$ cat src/rtl/mult_alu_seq.sv
// mult_alu_seq: sequential ALU with a shift-add multiplier.
//
// An operation is accepted in IDLE when start=1. A, B and ALUControl are
// latched on that edge and are not disturbed until the operation completes.
// ADD/SUB/AND/OR and the reserved codes take one EXEC cycle. MUL
// (ALUControl=100) spends N cycles in MUL, retiring one multiplier bit per
// edge. Every operation then spends one DONE cycle, during which done=1.
//
// Handshake: a request is taken on a rising edge where start=1 and the FSM is
// in IDLE (busy=0). start is ignored while busy=1, including the DONE cycle.
// done is a one-cycle strobe. Result, ResultHi and the flags are valid while
// done=1 and hold until the next operation completes.
//
// Ports:
//   clk        : clock; all state updates on the rising edge
//   reset      : asynchronous active-high reset
//   start      : operation request
//   A, B       : N-bit operands
//   ALUControl : 000 ADD, 001 SUB, 010 AND, 011 OR, 100 MUL, 101-111 reserved
//   Result     : low N bits of the result
//   ResultHi   : high N bits of the MUL product; 0 for every other op
//   V, C, Neg, Z : overflow, carry, negative and zero flags
//   busy       : FSM is not in IDLE
//   done       : completion strobe (FSM is in DONE)
//   state      : FSM state for observation (0 IDLE, 1 EXEC, 2 MUL, 3 DONE)
module mult_alu_seq #(
  parameter int N = 8
) (
  input  logic         clk,
  input  logic         reset,
  input  logic         start,
  input  logic [N-1:0] A,
  input  logic [N-1:0] B,
  input  logic [2:0]   ALUControl,
  output logic [N-1:0] Result,
  output logic [N-1:0] ResultHi,
  output logic         V,
  output logic         C,
  output logic         Neg,
  output logic         Z,
  output logic         busy,
  output logic         done,
  output logic [1:0]   state
);

  typedef enum logic [1:0] {
    IDLE = 2'd0,
    EXEC = 2'd1,
    MUL  = 2'd2,
    DONE = 2'd3
  } state_t;

  localparam logic [2:0] OP_ADD = 3'b000;
  localparam logic [2:0] OP_SUB = 3'b001;
  localparam logic [2:0] OP_AND = 3'b010;
  localparam logic [2:0] OP_OR  = 3'b011;
  localparam logic [2:0] OP_MUL = 3'b100;
  localparam int         CW     = $clog2(N) + 1;

  state_t         state_q, state_d;
  logic [N-1:0]   a_q, b_q;
  logic [2:0]     op_q;
  logic [N-1:0]   m_hi, m_lo;   // partial product high half / shifting multiplier
  logic [CW-1:0]  cnt;
  logic           mul_last;

  logic [N-1:0]   b_eff;
  logic [N:0]     add_full;
  logic [N-1:0]   alu_res;
  logic           alu_v, alu_c;

  logic [N:0]     mul_sum;
  logic [N-1:0]   mul_hi_nx, mul_lo_nx;

  assign state    = state_q;
  assign mul_last = (cnt == CW'(N - 1));

  // State register.
  always_ff @(posedge clk or posedge reset) begin
    if (reset) state_q <= IDLE;
    else       state_q <= state_d;
  end

  // Next state and status outputs.
  always_comb begin
    state_d = state_q;
    busy    = 1'b0;
    done    = 1'b0;
    case (state_q)
      IDLE: if (start) state_d = (ALUControl == OP_MUL) ? MUL : EXEC;
      EXEC: begin
        busy    = 1'b1;
        state_d = DONE;
      end
      MUL: begin
        busy = 1'b1;
        if (mul_last) state_d = DONE;
      end
      DONE: begin
        busy    = 1'b1;
        done    = 1'b1;
        state_d = IDLE;
      end
      default: state_d = IDLE;
    endcase
  end

  // Single-cycle ALU on the latched operands. SUB is A + ~B + 1, so the
  // overflow test compares A against the inverted operand actually added.
  always_comb begin
    b_eff    = (op_q == OP_SUB) ? ~b_q : b_q;
    add_full = {1'b0, a_q} + {1'b0, b_eff} + {{N{1'b0}}, (op_q == OP_SUB)};
    alu_res  = '0;
    alu_v    = 1'b0;
    alu_c    = 1'b0;
    case (op_q)
      OP_ADD, OP_SUB: begin
        alu_res = add_full[N-1:0];
        alu_c   = add_full[N];
        alu_v   = (a_q[N-1] == b_eff[N-1]) && (add_full[N-1] != a_q[N-1]);
      end
      OP_AND:  alu_res = a_q & b_q;
      OP_OR:   alu_res = a_q | b_q;
      default: alu_res = '0;
    endcase
  end

  // One shift-add step: add A when the current multiplier bit is set, then
  // shift {sum, multiplier} right by one. The sum's carry is the new MSB of
  // the high half, so no product bit is lost.
  always_comb begin
    mul_sum   = {1'b0, m_hi} + (m_lo[0] ? {1'b0, a_q} : {(N+1){1'b0}});
    mul_hi_nx = mul_sum[N:1];
    mul_lo_nx = {mul_sum[0], m_lo[N-1:1]};
  end

  // Operand latches, multiplier datapath and result registers.
  always_ff @(posedge clk or posedge reset) begin
    if (reset) begin
      a_q      <= '0;
      b_q      <= '0;
      op_q     <= '0;
      m_hi     <= '0;
      m_lo     <= '0;
      cnt      <= '0;
      Result   <= '0;
      ResultHi <= '0;
      V        <= 1'b0;
      C        <= 1'b0;
      Neg      <= 1'b0;
      Z        <= 1'b0;
    end else begin
      case (state_q)
        IDLE: if (start) begin
          a_q  <= A;
          b_q  <= B;
          op_q <= ALUControl;
          m_hi <= '0;
          m_lo <= B;
          cnt  <= '0;
        end
        EXEC: begin
          Result   <= alu_res;
          ResultHi <= '0;
          V        <= alu_v;
          C        <= alu_c;
          Neg      <= alu_res[N-1];
          Z        <= (alu_res == '0);
        end
        MUL: begin
          m_hi <= mul_hi_nx;
          m_lo <= mul_lo_nx;
          cnt  <= cnt + 1'b1;
          if (mul_last) begin
            Result   <= mul_lo_nx;
            ResultHi <= mul_hi_nx;
            V        <= (mul_hi_nx != '0);
            C        <= 1'b0;
            Neg      <= mul_hi_nx[N-1];
            Z        <= ({mul_hi_nx, mul_lo_nx} == '0);
          end
        end
        default: ;
      endcase
    end
  end

endmodule
$ cat config.mk
export PLATFORM = sky130hd
export DESIGN_NAME = mult_alu_seq
export DESIGN_NICKNAME = d
export VERILOG_FILES = /design/src/rtl/mult_alu_seq.sv
export SDC_FILE = /design/constraint.sdc
export NUM_CORES = 1
export LEC_CHECK = 0
export CAP_MARGIN = 25
export CELL_PAD_IN_SITES_DETAIL_PLACEMENT = 0
export CELL_PAD_IN_SITES_GLOBAL_PLACEMENT = 2
export CORE_MARGIN = 1.5
export CORE_UTILIZATION = 38
export DETAILED_ROUTE_END_ITERATION = 8
export PLACE_DENSITY = 0.81
export SLEW_MARGIN = 0
export SYNTH_ARGS = -nofsm -noshare
export SYNTH_HDL_FRONTEND = slang
export SYNTH_SLANG_ARGS = --single-unit
$ cat constraint.sdc
create_clock -name clk -period 8.1 [get_ports clk]
set_input_delay 1.62 -clock clk [delete_from_list [all_inputs] [get_ports clk]]
set_output_delay 1.62 -clock clk [all_outputs]
set_load 0.005 [all_outputs]
==> key figures <==
Synth
  • Sequential area share after synthesis: 40.5%
  • Post-synthesis async set-or-reset flop share: 100%
  • Synthesized area per cell: 9.79 um^2
  • Mapped Cells: 385
  • FF+latch count, synth: 61
  • Post-synthesis cell area: 3770 um^2
  • Post-synthesis net count: 431
  • Main synth FF type: dfrtp_1
  • Yosys warns: 0
  • Number of synthesized flops with an enable pin: 0
  • Post-synth cell types: 59

STA
  • Final Hold Fails: 0
  • Clk_skew: 0.0111 ns
  • Final worst setup slack: 4.79 ns
  • Max-slew violations: 0
  • Fin Setup TNS: 0 ns
  • Fmax: 302 MHz
  • Min Tclk post-route: 3.31 ns
  • Unrepaired setup endpoints after global routing: no
  • Final period util: 40.8%
  • Slew @ Worst Pin: 0.831 ns
  • Rel. slew slack: 44.5%
  • # setup viols final: 0

Cells and area
  • Area growth syn-to-layout: 19.5%
  • Nets: 473
  • Cell area after layout: 4510 um^2
  • Register area: 1530 um^2
  • Multi-input gate area: 2120 um^2
  • Layout cells sized above 1: 12.5%
  • Fillcell total: 966
  • Cell Count, Final, Fillers Out: 565
  • N_diodes: 0

Power
  • Power density cells: 481 nW/um^2
  • Peak supply drop: 0.211 mV
  • Leakage: 0.00198 uW

GRT
  • Overflow after GRT: 0
  • Global Route Usage Sum: 19.3%
  • Initial antenna violation count: 0
  • First-pass GRT wire length: 15400 um
  • Vias in the first global route: 2882
  • Pin count of the biggest net entering global routing: 62

Critical path
  • Worst Reg-to-Reg Cells: 10
  • Worst setup path startpoint: op_q[1]
  • Crit. End Element: flop
  • Startpoint Class: flop
  • Critical path, cell by cell: nor2_1 > and2_1 > xor2_1 > ha_1 > or2_2 > a22oi_2 > xnor2_1 > a221oi_2 > nand3_1 > o211ai_2
  • Slowest cell on crit path: dfrtp_1
  • CP max stage delay: 0.55 ns
  • CP Class: reg2reg
  • Arrival time worst endpoint: 3.58 ns
  • Critical R2R Launch: op_q[1]
  • Req. time, crit path: 8.37 ns
  • Crit Path Max Fanout: 14

CTS
  • Setup Fix Bufs, Post-CTS: 0
  • Resized Gates After CTS: 0
  • TritonCTS buffer count: 9
  • Clk pin slew, worst setup/hold paths: 0.08 ns
  • Clk Latency, worst-skew pair: 0.35 ns
  • Hold buffers post-CTS: 0
  • CTS Root Cell: clkbuf_8
  • CTS tree: built
  • Clock sink count: 61
  • CTS max path bufs: 2
  • Htree depth: 3

Run status
  • Outcome: finished, final reports clean

Routing
  • Vias: 2969
  • DRT iter0 DRCs: 80
  • Post-Route WL: 9380 um
  • Pre-antenna DRT Iters: 4
  • Via count normalized by instance count: 5.25
  • Routed Antenna Nets: 0
  • Wire length per cell: 16.6 um
  • Number of remaining DRC errors: 0

Hold path
  • Hold Crit Start: ResultHi[3]
  • Worst hold path type: reg2reg
  • WHS Path Cells: 2

Die
  • # rows: 36
  • CORE AREA: 9680 um^2
  • Die area: 10500 um^2
  • Die H: 103 um
  • # IOs: 46
  • Die width: 103 um
  • Initial core utilization: 38.9%

Placement
  • Placed cells: 549
  • Routability cong.: 0.797
  • IO buf count: 45
  • Dpl cell area: 4330 um^2
  • Post-place setup slack: 4.71 ns
  • Post-DP HPWL: 6990 um

Job
  • Max_cap viols: 0
## cell type report
class	instances	area share, %
clock buffer	9	2.75
clock inverter	7	1.08
inverter	13	1.08
multi-input combinational	294	47.0
sequential	61	33.9
tap	133	3.69
timing repair buffer	48	10.5
## cell usage in the layout, fill, tap and decap left out, drive strengths merged, types with 3 or more instances in the layout
| cell | count |
|---|---|
| a211oi | 4 |
| a21boi | 5 |
| a21o | 5 |
| a21oi | 8 |
| a31oi | 5 |
| and2 | 9 |
| buf | 3 |
| clkbuf | 9 |
| clkdlybuf4s50 | 45 |
| clkinv | 4 |
| dfrtp | 61 |
| ha | 22 |
| inv | 15 |
| maj3 | 4 |
| mux2 | 21 |
| mux2i | 13 |
| nand2 | 50 |
| nand2b | 3 |
| nand3 | 10 |
| nand4 | 3 |
| nor2 | 18 |
| nor3 | 3 |
| nor4 | 3 |
| o211ai | 8 |
| o21a | 6 |
| o21ai | 41 |
| o31ai | 4 |
| xnor2 | 5 |
| xor2 | 13 |
## Yosys cell counts, types with 9 or more instances
cell	n	area share, %
dfrtp_1	61	40
nand2_1	50	5.0
o21ai_0	38	5.0
ha_1	22	7.3
mux2_2	20	6.0
nor2_1	18	1.8
inv_1	13	1.3
mux2i_1	13	3.5
xor2_1	13	3.0
nand3_1	10	1.3
and2_1	9	1.5
clkbuf_1	9	0.90
## kinds of logic (layout without fill, tap and decap cells)
logic type / after synthesis / in the layout / synth area share [%]
AOI/OAI and AO/OA: 104 / 104 / 18.9
adders and majority gates: 28 / 28 / 9.43
xor gates and xnor gates: 18 / 18 / 4.18
muxes: 34 / 34 / 9.82
DFF: 61 / 61 / 40.5
buffers and inverters: 30 / 77 / 3.29
and+or+nand+nor: 110 / 110 / 13.9
## per-layer routing
| metal | up-vias | routed length [um] | GRT usage [%] |
|---|---|---|---|
| met3 | 13 | 228 | 4.20 |
| met2 | 43 | 4400 | 30.6 |
| met4 | 0 | 185 | 6.53 |
| met1 | 1441 | 4560 | 26.4 |
| li1 | 1472 | - | - |
| met5 | - | 0 | 0 |
## path summary, 6_finish.rpt
check,to,slack (ns)
worst max-delay path,Z,4.79
worst min-delay path,ResultHi[3],0.48
worst max register to register,Z,4.79
worst min register to register,ResultHi[3],0.48
max in group asynchronous,cnt[0],5.75
min in group asynchronous,m_hi[3],1.79
## report_power, final
group | leakage, uW | internal, uW | switching [uW]
combinational | 0.00112 | 605 | 718
sequential | 0.000770 | 443 | 156
clock | 0.0000898 | 112 | 135
total | 0.00198 | 1160 | 1010
## worst max-delay path, delay by kind of cell, from the launching register on
kind | cells | cell delay, ns
xor+xnor | 2 | 0.32
fa+ha+maj | 1 | 0.30
flops | 1 | 0.55
simple gates | 4 | 1.37
compound gates | 3 | 0.69
## flip-flops by register name, summed over array words and instances, names as in the netlist
name,cells
ResultHi,8
Result,8
a_q,8
b_q,8
m_hi,8
m_lo,8
cnt,4
op_q,3
state,2
C,1
Neg,1
V,1
Z,1
## metrics by stage
| step | hold WS, ns | power [uW] | utilization, % |
|---|---|---|---|
| after CTS | 0.489 | 2190 | 46.5 |
| final | 0.479 | 2170 | 46.5 |
| after detailed placement | 0.470 | 1930 | 44.8 |
| after global placement | 0.465 | 1920 | 44.8 |
| after global routing | 0.512 | 2370 | 46.5 |
| after floorplan | 0.456 | 1540 | - |
Power figures use the tool's default switching activity.
